`config.mk`:
```
export PLATFORM = sky130hd
export DESIGN_NAME = bit_calc_seq
export DESIGN_NICKNAME = d
export VERILOG_FILES = /design/src/rtl/bit_calc_seq.sv
export SDC_FILE = /design/constraint.sdc
export NUM_CORES = 1
export LEC_CHECK = 0
export CAP_MARGIN = 20
export CORE_MARGIN = 3
export CORE_UTILIZATION = 40
export CTS_CLUSTER_DIAMETER = 30
export CTS_CLUSTER_SIZE = 12
export DETAILED_ROUTE_END_ITERATION = 8
export HOLD_SLACK_MARGIN = 0.12
export PLACE_DENSITY = 0.68
export RECOVER_POWER = 50
export SLEW_MARGIN = 20
export SYNTH_ARGS = -nofsm -noshare
export SYNTH_HDL_FRONTEND = slang
export SYNTH_SLANG_ARGS = --single-unit
export TNS_END_PERCENT = 5
```
`constraint.sdc`:
```
create_clock -name CLK -period 4.92 [get_ports CLK]
set_input_delay 0.738 -clock CLK [delete_from_list [all_inputs] [get_ports CLK]]
set_output_delay 0.738 -clock CLK [all_outputs]
set_load 0.05 [all_outputs]
```
`src/rtl/bit_calc_seq.sv`:
```
// Multi-nibble sequencer for the 4-bit bit-logic unit: streams latched operands LSB nibble
// first, gathers the result nibbles and folds the unit's per-nibble flag into a word flag.
module bit_calc_seq #(
    parameter int unsigned NIBBLES = 4
) (
    input  logic                   CLK,
    input  logic                   RESET,
    input  logic                   START,
    input  logic [1:0]             OP,
    input  logic [4*NIBBLES-1:0]   A,
    input  logic [4*NIBBLES-1:0]   B,
    output logic                   BUSY,
    output logic                   DONE,
    output logic [4*NIBBLES-1:0]   RESULT,
    output logic                   FLAG,
    output logic [3:0]             BC_IN1,
    output logic [3:0]             BC_IN2,
    output logic [1:0]             BC_SEL,
    input  logic [3:0]             BC_OUT,
    output logic                   BC_FLG_IN,
    input  logic                   BC_FLG_OUT
);

    localparam int unsigned IdxW = (NIBBLES > 1) ? $clog2(NIBBLES) : 1;
    localparam logic [IdxW-1:0] LastIdx = IdxW'(NIBBLES - 1);

    typedef enum logic [1:0] {
        StIdle,
        StRun,
        StDone
    } state_e;

    state_e                    state_q;
    logic [NIBBLES-1:0][3:0]   a_q;
    logic [NIBBLES-1:0][3:0]   b_q;
    logic [NIBBLES-1:0][3:0]   work_q;
    logic [NIBBLES-1:0][3:0]   work_d;
    logic [NIBBLES-1:0][3:0]   result_q;
    logic [1:0]                op_q;
    logic [IdxW-1:0]           idx_q;
    logic                      zacc_q;
    logic                      flag_q;
    logic                      flag_d;
    logic                      done_q;
    logic [3:0]                nib_a;
    logic [3:0]                nib_b;
    logic                      in_run;

    // Select the current operand nibbles and merge the unit result into the work word.
    always_comb begin
        nib_a  = '0;
        nib_b  = '0;
        work_d = work_q;
        for (int i = 0; i < NIBBLES; i++) begin
            if (idx_q == IdxW'(i)) begin
                nib_a     = a_q[i];
                nib_b     = b_q[i];
                work_d[i] = BC_OUT;
            end
        end
    end

    // Pass keeps the flag, OR sets it, AND/XOR report an all-zero result.
    always_comb begin
        flag_d = flag_q;
        case (op_q)
            2'b00:   flag_d = flag_q;
            2'b01:   flag_d = 1'b1;
            default: flag_d = zacc_q & BC_FLG_OUT;
        endcase
    end

    always_ff @(posedge CLK) begin
        if (RESET) begin
            state_q  <= StIdle;
            a_q      <= '0;
            b_q      <= '0;
            op_q     <= 2'b00;
            idx_q    <= '0;
            zacc_q   <= 1'b0;
            work_q   <= '0;
            result_q <= '0;
            flag_q   <= 1'b0;
            done_q   <= 1'b0;
        end else begin
            done_q <= 1'b0;
            unique case (state_q)
                StIdle: begin
                    if (START) begin
                        a_q     <= A;
                        b_q     <= B;
                        op_q    <= OP;
                        idx_q   <= '0;
                        zacc_q  <= 1'b1;
                        state_q <= StRun;
                    end
                end
                StRun: begin
                    work_q <= work_d;
                    if (op_q[1]) begin
                        zacc_q <= zacc_q & BC_FLG_OUT;
                    end
                    if (idx_q == LastIdx) begin
                        result_q <= work_d;
                        flag_q   <= flag_d;
                        done_q   <= 1'b1;
                        state_q  <= StDone;
                    end else begin
                        idx_q <= idx_q + 1'b1;
                    end
                end
                StDone: begin
                    state_q <= StIdle;
                end
                default: begin
                    state_q <= StIdle;
                end
            endcase
        end
    end

    assign in_run    = (state_q == StRun);
    assign BUSY      = (state_q != StIdle);
    assign DONE      = done_q;
    assign RESULT    = result_q;
    assign FLAG      = flag_q;
    assign BC_IN1    = in_run ? nib_a : 4'h0;
    assign BC_IN2    = in_run ? nib_b : 4'h0;
    assign BC_SEL    = in_run ? op_q : 2'b00;
    assign BC_FLG_IN = flag_q;

endmodule

```
Yosys cells after proc, flatten, opt, wreduce, memory -nomap -nowiden. Cells that the tools add are included.

Add/subtract/negate cells: 1. Equality and inequality tests: 9. Multiplexer cells: 26. Bitwise gates (word level): 3. Reduce and logical (&&, ||, !) cells: 12.

Operators with widths (number): 4-bit two-way mux (14); 2-bit two-way mux (5); 3-bit AND reduction (3); 2-bit one-hot mux with 2 select lines (2); 2-bit by 1-bit == test with 1-bit output (second input constant) (3); 2-bit zero test (3); 2-bit inequality test (second input constant) (3); 2-bit AND reduction (3); 2-bit == test (second input constant) (2); 1-bit one-hot mux with 2 select lines (2); 2-bit nonzero test (2); 1-bit two-way mux (3); 2-bit by 1-bit adder with 2-bit output (second input constant) (1); 2-bit by 1-bit inequality test with 1-bit output (second input constant) (1); 1-bit inverter (2); 2-bit OR reduction (1); 1-bit bitwise AND (1).

Register bits after elaboration: 73. Bits of input ports: 42. Output and inout port bits: 30. Logic and storage cells: 73.

Depth between registers and ports, before layout.
Depth after elaboration: 6. Mapped depth: 7. Gate-level depth less buffers: 5.

Worst setup path before layout. Ideal clock, no wire load.

Path kind: reg2out. Start: register idx_q[0]. End: output port BC_IN2[0]. Arrival: 2.709 ns. Data required time: 4.182 ns. Setup slack: 1.473 ns. Stages on the path, launching flop included: 8. Path buffers: 2. Cells stage by stage: dfxtp_1 inv_1 ha_1 buf_4 nor2b_1 buf_4 a221oi_1 o41ai_1.

Cells in the longest elaborated chain, start to end: 6. Elaborated cells between the ends (all ways): 9. Classes of those cells: 3 x eq/ne; 5 x mux; 1 x reduce/logical.

Ends and longest elaborated chain: start, declared (line 40) `logic [IdxW-1:0] idx_q;`; start signal, assigned (line 109) `idx_q <= idx_q + 1'b1;`; 2-bit zero test (line 55) `if (idx_q == IdxW'(i)) begin`; 4-bit two-way mux (3 in series) (line 55); 4-bit two-way mux (*) (line 55); 4-bit two-way mux (*) (line 128) `assign BC_IN2 = in_run ? nib_b : 4'h0;`; end, declared (line 17) `output logic [3:0] BC_IN2,`.

Mark *: on every way between the ends. The rest lies on a longest branch, timed or not.

Worst setup path in the final report.
Start: register idx_q[1]. End: output port BC_IN2[2].

Same word-level chain as after synthesis.

==> results.tsv <==
stage	metric	value	unit
cts	postcts setup bufs	0	
logic_synthesis	FFs w/ async S/R, synth	0	%
route	drt total wl	7.00	mm
global_routing	GRT overflow	0	
power	peak supply drop	132	uV
sta	Max Freq	242	MHz
critical_path	CP max FO	18	
floorplan	Starting Density	42.6	%
critical_path	crit path cell chain	inv_1 -> ha_1 -> nor2b_1 -> a221oi_1 -> o41ai_1 -> clkdlybuf4s50_1	
sta	setup violators final	0	
route	drt pass-1 iters	5	
cts	CTS max path bufs	2	
critical_path	Max stage delay on crit path	0.89	ns
power	Comb pwr share	12.0	%
layout	Syn-to-layout area delta	28.3	%
sta	Sum Neg Setup Slack	0	ns
layout	ant diodes	0	
floorplan	Die X	92.7	um
global_routing	vias in the first global route	2335	
logic_synthesis	Synth Instances	357	
critical_path	reg-to-reg slack, setup	2.77	ns
layout	Fillers	716	
logic_synthesis	synth warn	0	
placed_design	hpwl dp	4.79	mm
sta	final hold viol count	0	
floorplan	Row Count	30	
logic_synthesis	Syn Nets	403	
route	DRT iter0 DRCs	164	
route	Antenna Nets Post-Route	0	
route	vias	2557	
floorplan	Die ar.	8600	um^2
critical_path	crit path to	BC_IN2[2]	
logic_synthesis	synth unique cells	32	
power	Power Internal	0.928	mW
global_routing	first-pass GRT wire length	11.4	mm
cts	clk sinks	69	
logic_synthesis	Yosys reg bits	69	
flow_run	maxcap violations	1	
layout	share of cells above drive strength 1	6.28	%
critical_path	worst path required time	4.18	ns
critical_path	Setup Crit Path Kind	flop to output pin	
cts	root buffer cell	clkbuf_8	
power	sequential share of power	48.4	%
logic_synthesis	largest area contributor in the netlist	dfxtp_1	
layout	fin nets	455	
critical_path	worst r2r path cells	4	
power	clock network power share	39.7	%
sta	fin crit period	4.13	ns
logic_synthesis	syn_area_per_cell	8.43	um^2
layout	Finished Core Util	54.7	%
logic_synthesis	most frequent cell after synthesis	nand2_1	
sta	Final Cycle Share	83.9	%
logic_synthesis	mapped cell area	3010	um^2
critical_path	Critical Path Start Type	flop	
critical_path	slowest CP cell	clkdlybuf4s50_1	
cts	CTS tree	done	
global_routing	largest net degree at the start of global routing	56	
logic_synthesis	register area share after synthesis	45.9	%
floorplan	core area	7060	um^2
worst_hold_path	Min-Delay Path Class	flop to flop	
route	Routed WL per cell	13.7	um
cts	Worst-path clk slew	0.07	ns
floorplan	Vert. Die Dim	92.7	um
route	vias per inst	5.01	
global_routing	initial antenna violation count	1	
critical_path	Critical Path Sink Type	output pin	
critical_path	worst r2r src	idx_q[0]$_SDFFE_PP0P_	
power	Pwr Density	318	nW/um^2
sta	fin. max-slew vios	56	
power	Switch Pwr	0.300	mW
sta	RSZ-0062 raised after global routing	no	
logic_synthesis	Post-synth EDFFs	0	
cts	post-CTS resize count	0	
power	Leak	1.36	nW
placed_design	PortBufs	71	
global_routing	total global-route track usage	16.7	%
critical_path	CP Data Arrival Time	3.39	ns
cts	# hold bufs at CTS	0	
outcome	status	finished with violations	
sta	skew final	0.00586	ns
critical_path	Worst setup startpoint	idx_q[1]$_SDFFE_PP0P_	
critical_path	reg2reg end	RESULT[6]$_SDFFE_PP0P_	
outcome	failing checks	max-capacitance violations, max-slew violations	
cts	H-tree levels	3	
placed_design	placer congestion estimate	0.784	
sta	Worst slew margin	-63.0	%
power	sw frac	24.5	%
cts	CTS buffer count	9	
cts	clock network latency to the later pin of the worst-skew pair	0.34	ns
logic_synthesis	Synth top cells by count	89 x nand2_1, 69 x dfxtp_1, 50 x a21oi_1	
logic_synthesis	Synth area leaders	dfxtp_1 46%, nand2_1 11%, a21oi_1 8.3%	
logic_synthesis	ys flop type	dfxtp_1	
logic_synthesis	top cell type's share of synthesized area	45.9	%
floorplan	io pins	72	
sta	worst slew pin tran	2.45	ns
route	Residual DRC	0	
## cell families after synthesis
family / Yosys count / share of synthesized area, %
buf+inv: 35 / 6.61
mux: 14 / 4.70
simple gates: 153 / 23.1
fa+ha+maj: 4 / 1.66
flops: 69 / 45.9
compound gates: 82 / 18.0
## flip-flops by register name, indices dropped and copies added, names as in the netlist
register and cells:
BC_FLG_IN 1, zacc_q 1, state_q 2, idx_q 2
op_q 2, a_q 16, RESULT 16, DONE 1
work_q 12, b_q 16
## final cells by class
type	count	area, um^2	area share [%]
clock buffers	11	131	3.40
clock inverters	5	75.1	1.94
multi-input cells	253	1430	36.9
repair buffers	73	716	18.5
flip-flops and latches	69	1380	35.8
inverters	3	11.3	0.292
well taps	96	120	3.11
## worst min path at each step
stage	depth (start not counted)	slack (ns)	startpoint	end
6_report	2	0.45	RESULT[12]$_SDFFE_PP0P_	RESULT[12]$_SDFFE_PP0P_
4_1_cts	2	0.46	a_q[14]$_SDFFE_PP0P_	a_q[14]$_SDFFE_PP0P_
3_5_place_dp	2	0.45	a_q[14]$_SDFFE_PP0P_	a_q[14]$_SDFFE_PP0P_
2_1_floorplan	2	0.44	work_q[0]$_SDFFE_PP0P_	work_q[0]$_SDFFE_PP0P_
3_3_place_gp	2	0.44	work_q[8]$_SDFFE_PP0P_	work_q[8]$_SDFFE_PP0P_
5_1_grt	2	0.47	a_q[2]$_SDFFE_PP0P_	a_q[2]$_SDFFE_PP0P_
## worst max-delay path: cells and delay by family, from the launching register on
family,cells,cell delay (ns)
compound gates,2,0.63
fa+ha+maj,1,0.43
buf+inv,2,0.97
flops,1,0.38
simple gates,1,0.64
## layer usage
| layer | up-vias | wire length [um] | track usage, % |
|---|---|---|---|
| li1 | 1325 | - | - |
| met1 | 1149 | 3400 | 23.8 |
| met2 | 68 | 3080 | 24.3 |
| met3 | 13 | 400 | 4.06 |
| met4 | 2 | 102 | 6.59 |
| met5 | - | 13 | 0 |
## power groups by stage
stage / sequential [mW] / clock [mW] / combinational, mW
floorplan: 0.602 / 0 / 0.0986
global placement: 0.606 / 0 / 0.146
CTS: 0.594 / 0.495 / 0.149
detailed placement: 0.607 / 0 / 0.148
finish: 0.594 / 0.488 / 0.147
global route: 0.597 / 0.518 / 0.161
## per-stage QoR
step           setup WS (ns)  hold WS, ns  cells  cell area (um^2)  total power, mW
2_1_floorplan           1.47        0.436    357              3010            0.700
3_3_place_gp            1.24        0.440    494              3660            0.753
3_5_place_dp            1.21        0.447    494              3660            0.755
4_1_cts                0.827        0.456    510              3870             1.24
5_1_grt                0.480        0.474    510              3860             1.28
6_report               0.791        0.452    510              3860             1.23
## placed cells by master, fill, tap and decap left out, types with 5 or more instances in the layout
cell type and count:
a221oi_1 8, nor2_1 16, a21oi_1 51, clkbuf_8 9, a211oi_1 10, nor2b_1 10
clkdlybuf4s50_1 67, mux2i_1 13, nand3_1 20, o41ai_1 7, dfxtp_1 69, nand2_1 89
nand3b_1 5
Note: power is estimated with default switching activity, not from simulation.
